## config.mk

```make
export PLATFORM = sky130hd
export DESIGN_NAME = fifo_apb_requester
export DESIGN_NICKNAME = d
export VERILOG_FILES = /design/src/rtl/fifo_apb_requester.sv
export SDC_FILE = /design/constraint.sdc
export NUM_CORES = 1
export LEC_CHECK = 0
export CAP_MARGIN = 20
export CELL_PAD_IN_SITES_DETAIL_PLACEMENT = 0
export CELL_PAD_IN_SITES_GLOBAL_PLACEMENT = 1
export CORE_MARGIN = 4
export CORE_UTILIZATION = 34
export CTS_CLUSTER_SIZE = 8
export DETAILED_ROUTE_END_ITERATION = 8
export MAX_ROUTING_LAYER = met4
export PLACE_DENSITY = 0.95
export RECOVER_POWER = 100
export SYNTH_ARGS = -nofsm -noshare
export SYNTH_HDL_FRONTEND = slang
export SYNTH_SLANG_ARGS = --single-unit
```

## constraint.sdc

```tcl
create_clock -name clk -period 7.9 [get_ports clk]
set_input_delay 1.975 -clock clk [delete_from_list [all_inputs] [get_ports clk]]
set_output_delay 1.975 -clock clk [all_outputs]
set_load 0.02 [all_outputs]
```

## src/rtl/fifo_apb_requester.sv

```systemverilog
// fifo_apb_requester: pops one command from the command FIFO, runs one APB transfer for it,
// and pushes one {slverr, rdata} response into the response FIFO.
module fifo_apb_requester #(
    parameter int ADDR_WIDTH = 32,
    parameter int DATA_WIDTH = 32,
    parameter int CMD_WIDTH  = 1 + ADDR_WIDTH + DATA_WIDTH,
    parameter int TIMEOUT    = 16
) (
    input  logic                  clk,
    input  logic                  rst,
    input  logic                  cmd_empty,
    input  logic [CMD_WIDTH-1:0]  cmd_data,
    output logic                  cmd_rd,
    input  logic                  rsp_full,
    output logic                  rsp_wr,
    output logic [DATA_WIDTH:0]   rsp_data,
    output logic                  psel,
    output logic                  penable,
    output logic                  pwrite,
    output logic [ADDR_WIDTH-1:0] paddr,
    output logic [DATA_WIDTH-1:0] pwdata,
    input  logic                  pready,
    input  logic [DATA_WIDTH-1:0] prdata,
    input  logic                  pslverr
);
    localparam int CW = $clog2(TIMEOUT);

    typedef enum logic [1:0] {IDLE, SETUP, ACCESS, RESP} state_t;

    state_t                state_q, state_d;
    logic [CW-1:0]         cnt_q, cnt_d;
    logic                  psel_q, psel_d;
    logic                  penable_q, penable_d;
    logic                  pwrite_q, pwrite_d;
    logic [ADDR_WIDTH-1:0] paddr_q, paddr_d;
    logic [DATA_WIDTH-1:0] pwdata_q, pwdata_d;
    logic                  cmd_rd_q, cmd_rd_d;
    logic                  rsp_wr_q, rsp_wr_d;
    logic [DATA_WIDTH:0]   rsp_data_q, rsp_data_d;

    always_ff @(posedge clk or posedge rst) begin
        if (rst) begin
            state_q    <= IDLE;
            cnt_q      <= '0;
            psel_q     <= 1'b0;
            penable_q  <= 1'b0;
            pwrite_q   <= 1'b0;
            paddr_q    <= '0;
            pwdata_q   <= '0;
            cmd_rd_q   <= 1'b0;
            rsp_wr_q   <= 1'b0;
            rsp_data_q <= '0;
        end else begin
            state_q    <= state_d;
            cnt_q      <= cnt_d;
            psel_q     <= psel_d;
            penable_q  <= penable_d;
            pwrite_q   <= pwrite_d;
            paddr_q    <= paddr_d;
            pwdata_q   <= pwdata_d;
            cmd_rd_q   <= cmd_rd_d;
            rsp_wr_q   <= rsp_wr_d;
            rsp_data_q <= rsp_data_d;
        end
    end

    always_comb begin
        state_d    = state_q;
        cnt_d      = cnt_q;
        psel_d     = psel_q;
        penable_d  = penable_q;
        pwrite_d   = pwrite_q;
        paddr_d    = paddr_q;
        pwdata_d   = pwdata_q;
        cmd_rd_d   = 1'b0;
        rsp_wr_d   = 1'b0;
        rsp_data_d = rsp_data_q;
        case (state_q)
            IDLE: begin
                if (!cmd_empty) begin
                    {pwrite_d, paddr_d, pwdata_d} = cmd_data;
                    cmd_rd_d = 1'b1;
                    psel_d   = 1'b1;
                    state_d  = SETUP;
                end
            end
            SETUP: begin
                penable_d = 1'b1;
                cnt_d     = '0;
                state_d   = ACCESS;
            end
            ACCESS: begin
                // pready wins over the timeout on the final allowed cycle
                if (pready) begin
                    rsp_data_d = {pslverr, pwrite_q ? {DATA_WIDTH{1'b0}} : prdata};
                    psel_d     = 1'b0;
                    penable_d  = 1'b0;
                    state_d    = RESP;
                end else if (cnt_q == CW'(TIMEOUT - 1)) begin
                    rsp_data_d = {1'b1, {DATA_WIDTH{1'b0}}};
                    psel_d     = 1'b0;
                    penable_d  = 1'b0;
                    state_d    = RESP;
                end else begin
                    cnt_d = cnt_q + 1'b1;
                end
            end
            RESP: begin
                if (!rsp_full) begin
                    rsp_wr_d = 1'b1;
                    state_d  = IDLE;
                end
            end
            default: state_d = IDLE;
        endcase
    end

    assign psel     = psel_q;
    assign penable  = penable_q;
    assign pwrite   = pwrite_q;
    assign paddr    = paddr_q;
    assign pwdata   = pwdata_q;
    assign cmd_rd   = cmd_rd_q;
    assign rsp_wr   = rsp_wr_q;
    assign rsp_data = rsp_data_q;
endmodule

```

==> summary.txt, run 1 <==
Final layout
  • N_diodes: 0
  • Most frequent cells in the layout: dfrtp_1 (108), dlygate4sd3_1 (105), clkdlybuf4s50_1 (99)
  • Fin area: 0.006641 mm²
  • Cell Count, Final, Fillers Out: 624
  • Share of layout cells above drive strength 1: 18.03%
  • NumNets Final: 581
  • Area grow syn2layout: 59.07%
  • Commonest non-fill, non-tap cell in the layout: dfrtp_1

CTS
  • Clock Sinks: 108
  • Resized cells post-CTS: 0
  • CTS Root Buffer Type: clkbuf_16
  • Clock transition at path regs: 70 ps
  • # hold bufs at CTS: 0
  • Clock Latency Late Sink: 340 ps
  • CTS tree: done
  • CTS Buffer Depth: 2
  • Setup bufs post-CTS: 0
  • CTS Buf Count: 9
  • Htree depth: 3

Detailed routing
  • Antenna Nets Post-Route: 0
  • Vias per Instance: 4.821
  • Iter 0 DRT Violations: 156
  • DRC viols: 0
  • 1st-pass router iterations: 4
  • Via count: 3,008
  • WL final: 10,530 µm
  • Wire length per cell: 16.88 µm

Setup path
  • Crit path capture type: register
  • Worst Path Arrival: 5620 ps
  • CP Data Required Time: 8110 ps
  • CP startpoint kind: input port
  • Worst setup path class: input port to register
  • CP max FO: 67

Timing
  • Worst slew pin tran: 3512 ps
  • Crit share post-route: 68.38%
  • Fmax: 185.1 MHz
  • Slew Limit Fails: 117
  • Slew headroom: -134.1%
  • Setup TNS: 0 ps
  • Clk_skew: 4.593 ps
  • Crit path time final: 5402 ps
  • Worst setup margin: 2498 ps
  • Final setup violation count: 0
  • Hold Fails Final Rpt: 0
  • RSZ-0062 raised after global routing: no

GRT
  • Pin count of the biggest net entering global routing: 68
  • GRT Overall Usage: 15.57%
  • First-pass GRT wire length: 17,190 µm
  • Vias in the first global route: 3,308
  • Grt total ovfl: 0
  • Initial antenna violation count: 0

Yosys
  • Count of cell types in the netlist: 29
  • Post-synth top area cell: dfrtp_1
  • Most used DFF post-synth: dfrtp_1
  • Syn Std Cell Area: 0.004175 mm²
  • Asr flop ratio synth: 100.0%
  • YS warnings: 0
  • EDFF count, synth: 0
  • #FFs+latches synth: 108
  • Post-synthesis cell count: 269
  • Post-Syn Nets: 378
  • Mean Syn Cell Area: 15.52 µm²
  • Synth area leaders: dfrtp_1 (65%), mux2_2 (18%), a22o_1 (6.9%)
  • Seq/Total Area, Yosys: 64.73%
  • Top-area cell type share of the netlist area: 64.73%

Place
  • Setup WS pre-CTS: 4046 ps
  • Port buffer count: 204
  • DP HPWL: 7814 µm
  • Placed cell areas: 0.006319 mm²
  • Cell count after placement: 608
  • Final Wtd Congestion: 0.7218

Floorplanning
  • FP Rows: 40
  • Horiz. Die Dim: 118.8 µm
  • Boundary pin count: 205
  • DIE AREA: 0.01412 mm²
  • Core Box Area: 0.01201 mm²
  • Die Y: 118.8 µm
  • Initial Util: 34.76%

Pwr
  • Static Leak: 2.931 nW
  • Cell Pwr Density: 400.9 mW/mm²
  • Worst VDD drop: 0.0002577 V
  • Design Power: 2.663 mW

Job
  • Max-cap violations: 2

Worst hold path
  • HP Class: register to register

Run status
  • Failing checks: max-capacitance violations, max-slew violations
  • Status: finished with violations
[final cells by class]
class	count	area (µm²)
Fill cell	1006	5370
Sequential cell	108	2703
Timing Repair Buffer	207	2068
Multi-Input combinational cell	139	1309
Clock buffer	10	239.0
Tap cell	147	183.9
Clock inverter	6	111.4
Inverter	7	27.53
[power by group]
| part | internal, mW | switching, mW |
|---|---|---|
| registers | 0.802 | 0.123 |
| logic | 0.620 | 0.602 |
| clock network | 0.318 | 0.198 |
| total | 1.74 | 0.922 |
[per-layer routing]
layer  wire [µm]  global-route usage (%)  part of all wire (%)
met1        4307                   18.30                    41
met4         162                   4.924                   1.5
met2        5548                   26.61                    53
met3         513                   3.609                   4.9
met5           0                       -                     0
[registers in the layout (all words and copies together) (netlist names)]
| name | count |
|---|---|
| rsp_data | 33 |
| paddr | 32 |
| pwdata | 32 |
| cnt_q | 4 |
| state_q | 2 |
| cmd_rd | 1 |
| penable | 1 |
| psel | 1 |
| pwrite | 1 |
| rsp_wr | 1 |
[metrics by stage]
step / hold slack, ps / utilization, %
CTS: 504.6 / 55.52
finish: 499.4 / 55.29
detailed placement: 485.4 / 52.60
global placement: 483.0 / 52.48
floorplan: 501.2 / -
global route: 509.4 / 55.29
[cells in the mapped netlist, types with 2 or more instances]
cell type and number:
buf_2 6, mux2_2 66, nand2_1 4, inv_1 7
buf_8 3, o21ai_0 2, ha_1 6, buf_4 4
dfrtp_1 108, a22o_1 33, a21oi_1 7, nor2_1 6
[worst paths after layout]
path	end	from	slack (ps)	depth (start not counted)
setup / recovery	paddr[6]	cmd_empty	2500	4
max in group asynchronous	paddr[22]	rst	3720	3
setup reg to reg	paddr[6]	state_q[0]	3870	5
min in group asynchronous	pwdata[13]	rst	2610	2
hold reg to reg	pwdata[20]	pwdata[20]	500	1
hold / removal	pwdata[20]	pwdata[20]	500	1
[logic make-up after synthesis]
kind of cell | Yosys count | synth area share (%)
adder cells (fa/ha/maj) | 6 | 1.798
flip-flops | 108 | 64.73
XOR/XNOR | 1 | 0.2098
AND/OR/NAND/NOR | 18 | 2.487
AO/OA/AOI/OAI | 48 | 9.470
multiplexers | 66 | 17.80
buffers and inverters | 22 | 3.506
[worst max-delay path, stage by stage]
cell             delay (ps)
clkdlybuf4s50_1         490
nor2b_4                 130
clkbuf_1               2450
mux2_2                  500
No activity file was read; power rests on OpenSTA's default activity.
==> run 2: changes to the inputs <==
--- a/config.mk
+++ b/config.mk
@@ -9,11 +9,11 @@
 export CELL_PAD_IN_SITES_DETAIL_PLACEMENT = 0
 export CELL_PAD_IN_SITES_GLOBAL_PLACEMENT = 1
 export CORE_MARGIN = 4
-export CORE_UTILIZATION = 34
+export CORE_UTILIZATION = 31
 export CTS_CLUSTER_SIZE = 8
 export DETAILED_ROUTE_END_ITERATION = 8
 export MAX_ROUTING_LAYER = met4
-export PLACE_DENSITY = 0.95
+export PLACE_DENSITY = 0.9
 export RECOVER_POWER = 100
 export SYNTH_ARGS = -nofsm -noshare
 export SYNTH_HDL_FRONTEND = slang
==> constraint.sdc (replaced) <==
create_clock -name clk -period 5.06 [get_ports clk]
set_input_delay 1.265 -clock clk [delete_from_list [all_inputs] [get_ports clk]]
set_output_delay 1.265 -clock clk [all_outputs]
set_load 0.02 [all_outputs]
==> run 2 against run 1 <==
  * First-iteration DRC count shrank 43%
  * Critical endpoint is now paddr[27]
  * Largest cell class unchanged
  * Routed wire length grew 3.9%
  * The run still ends with max-capacitance violations, max-slew violations left
  * Flip-flop and latch count is the same
  * Global-route usage shrank 1.4 points
  * Clock power grew 47%
==> summary.txt, run 2 (same netlist as run 1, synthesis figures left out) <==
CTS
  • Clock transition at path regs: 70 ps
  • Clock Latency Late Sink: 340 ps
  • Htree depth: 3
  • Resized cells post-CTS: 0
  • Clock Sinks: 108
  • Setup bufs post-CTS: 0
  • CTS Buf Count: 9
  • # hold bufs at CTS: 0
  • CTS Buffer Depth: 2
  • CTS tree: done
  • CTS Root Buffer Type: clkbuf_16

Floorplanning
  • Die Y: 124.1 µm
  • Initial Util: 31.65%
  • Boundary pin count: 205
  • DIE AREA: 0.01539 mm²
  • Core Box Area: 0.01319 mm²
  • FP Rows: 42
  • Horiz. Die Dim: 124.1 µm

Setup path
  • Worst setup path class: input port to register
  • Worst Path Arrival: 3690 ps
  • Critical R2R Launch: state_q[0]
  • R2R depth: 5
  • Reg2Reg Capture Point: paddr[27]
  • CP Data Required Time: 5280 ps
  • CP startpoint kind: input port
  • Crit path capture type: register
  • CP max FO: 67
  • Reg2Reg Setup Slack: 2340 ps

Detailed routing
  • WL final: 10,940 µm
  • Antenna Nets Post-Route: 0
  • 1st-pass router iterations: 4
  • Wire length per cell: 16.70 µm
  • Vias per Instance: 4.631
  • Via count: 3,033
  • DRC viols: 0
  • Iter 0 DRT Violations: 89

Timing
  • RSZ-0062 raised after global routing: no
  • Slew Limit Fails: 142
  • Crit share post-route: 68.68%
  • Setup TNS: 0 ps
  • Crit path time final: 3475 ps
  • Worst slew pin tran: 1813 ps
  • Hold Fails Final Rpt: 0
  • Fmax: 287.8 MHz
  • Slew headroom: -20.84%
  • Final setup violation count: 0
  • Clk_skew: 8.081 ps
  • Hold_ws: 495.3 ps
  • Worst setup margin: 1585 ps

GRT
  • Pin count of the biggest net entering global routing: 80
  • Grt total ovfl: 0
  • Initial antenna violation count: 0
  • First-pass GRT wire length: 16,500 µm
  • Vias in the first global route: 3,249
  • GRT Overall Usage: 14.13%

Pwr
  • Worst VDD drop: 0.0003094 V
  • Static Leak: 2.929 nW
  • Cell Pwr Density: 616.0 mW/mm²
  • Design Power: 4.101 mW

Place
  • Cell count after placement: 638
  • Setup WS pre-CTS: 1901 ps
  • DP HPWL: 8030 µm
  • Port buffer count: 204
  • Final Wtd Congestion: 0.6988

Final layout
  • Area grow syn2layout: 59.45%
  • Register area: 0.002703 mm²
  • Commonest non-fill, non-tap cell in the layout: dfrtp_1
  • Cell Count, Final, Fillers Out: 655
  • N_diodes: 0
  • Share of layout cells above drive strength 1: 18.79%
  • Most frequent cells in the layout: dfrtp_1 (108), dlygate4sd3_1 (106), clkdlybuf4s50_1 (98)
  • Fillers: 1,138
  • Largest register FFs: 33
  • NumNets Final: 583
  • Area of the multi-input gates: 0.001309 mm²

Run status
  • Status: finished with violations
  • Failing checks: max-capacitance violations, max-slew violations

Worst hold path
  • Hold EP: rsp_data[9]
  • HP Class: register to register
  • Hold Path Depth: 1
  • HP Start: rsp_data[9]

Job
  • Max-cap violations: 2
run 2: changes by cell type in the layout (fill, tap and decap cells not counted):
cell / previous run / this run
buf_4: 1 / 3
buf_8: 1 / 0
bufinv_16: 3 / 2
clkbuf_1: 1 / 0
clkbuf_2: 0 / 2
clkbuf_8: 1 / 0
clkdlybuf4s50_1: 99 / 98
clkinv_4: 1 / 2
dlygate4sd3_1: 105 / 106
inv_6: 0 / 1
mux2_1: 1 / 0
mux2_2: 65 / 66
run 2: power by group:
part	total [mW]	leakage, nW	internal [mW]	switching [mW]
registers	1.44	1.32	1.25	0.190
clock network	0.758	0.156	0.437	0.321
logic	1.90	1.45	0.956	0.947
total	4.10	2.93	2.64	1.46
run 2: cell type report:
class                   instances  share of cell area (%)
well taps                     176                   3.308
repair buffers                209                   31.16
multi-input cells             139                   19.66
flip-flops and latches        108                   40.59
clock inverters                 7                   1.485
clock buffers                   9                   3.383
inverters                       7                  0.4135
run 2: through the flow:
| step | cell area (µm²) | util [%] |
|---|---|---|
| 6_report | 6658 | 50.47 |
| 5_1_grt | 6658 | 50.47 |
| 4_1_cts | 6679 | 50.64 |
| 3_5_place_dp | 6355 | 48.18 |
| 3_3_place_gp | 6355 | 48.18 |
| 2_1_floorplan | 4175 | - |
run 2: critical path, stage by stage:
cell,delay [ps]
dlygate4sd3_1,610
nor2b_4,120
clkbuf_2,1200
mux2_2,450
run 2: how the worst max path moves through the flow:
| stage | start | endpoint | slack [ps] |
|---|---|---|---|
| global route | rst | cmd_rd | 1330 |
| detailed placement | cmd_empty | paddr[27] | 1900 |
| global placement | cmd_empty | paddr[5] | 1960 |
| CTS | cmd_empty | paddr[27] | 2270 |
| floorplan | rst | cmd_rd | 950 |
| finish | cmd_empty | paddr[27] | 1580 |
run 2: routing by layer:
| metal | vias to the layer above | global-route usage (%) | routed length, µm |
|---|---|---|---|
| li1 | 1385 | - | - |
| met1 | 1541 | 15.42 | 4072 |
| met2 | 93 | 25.20 | 6053 |
| met3 | 14 | 2.634 | 586 |
| met4 | 0 | 5.955 | 227 |
| met5 | - | - | 0 |
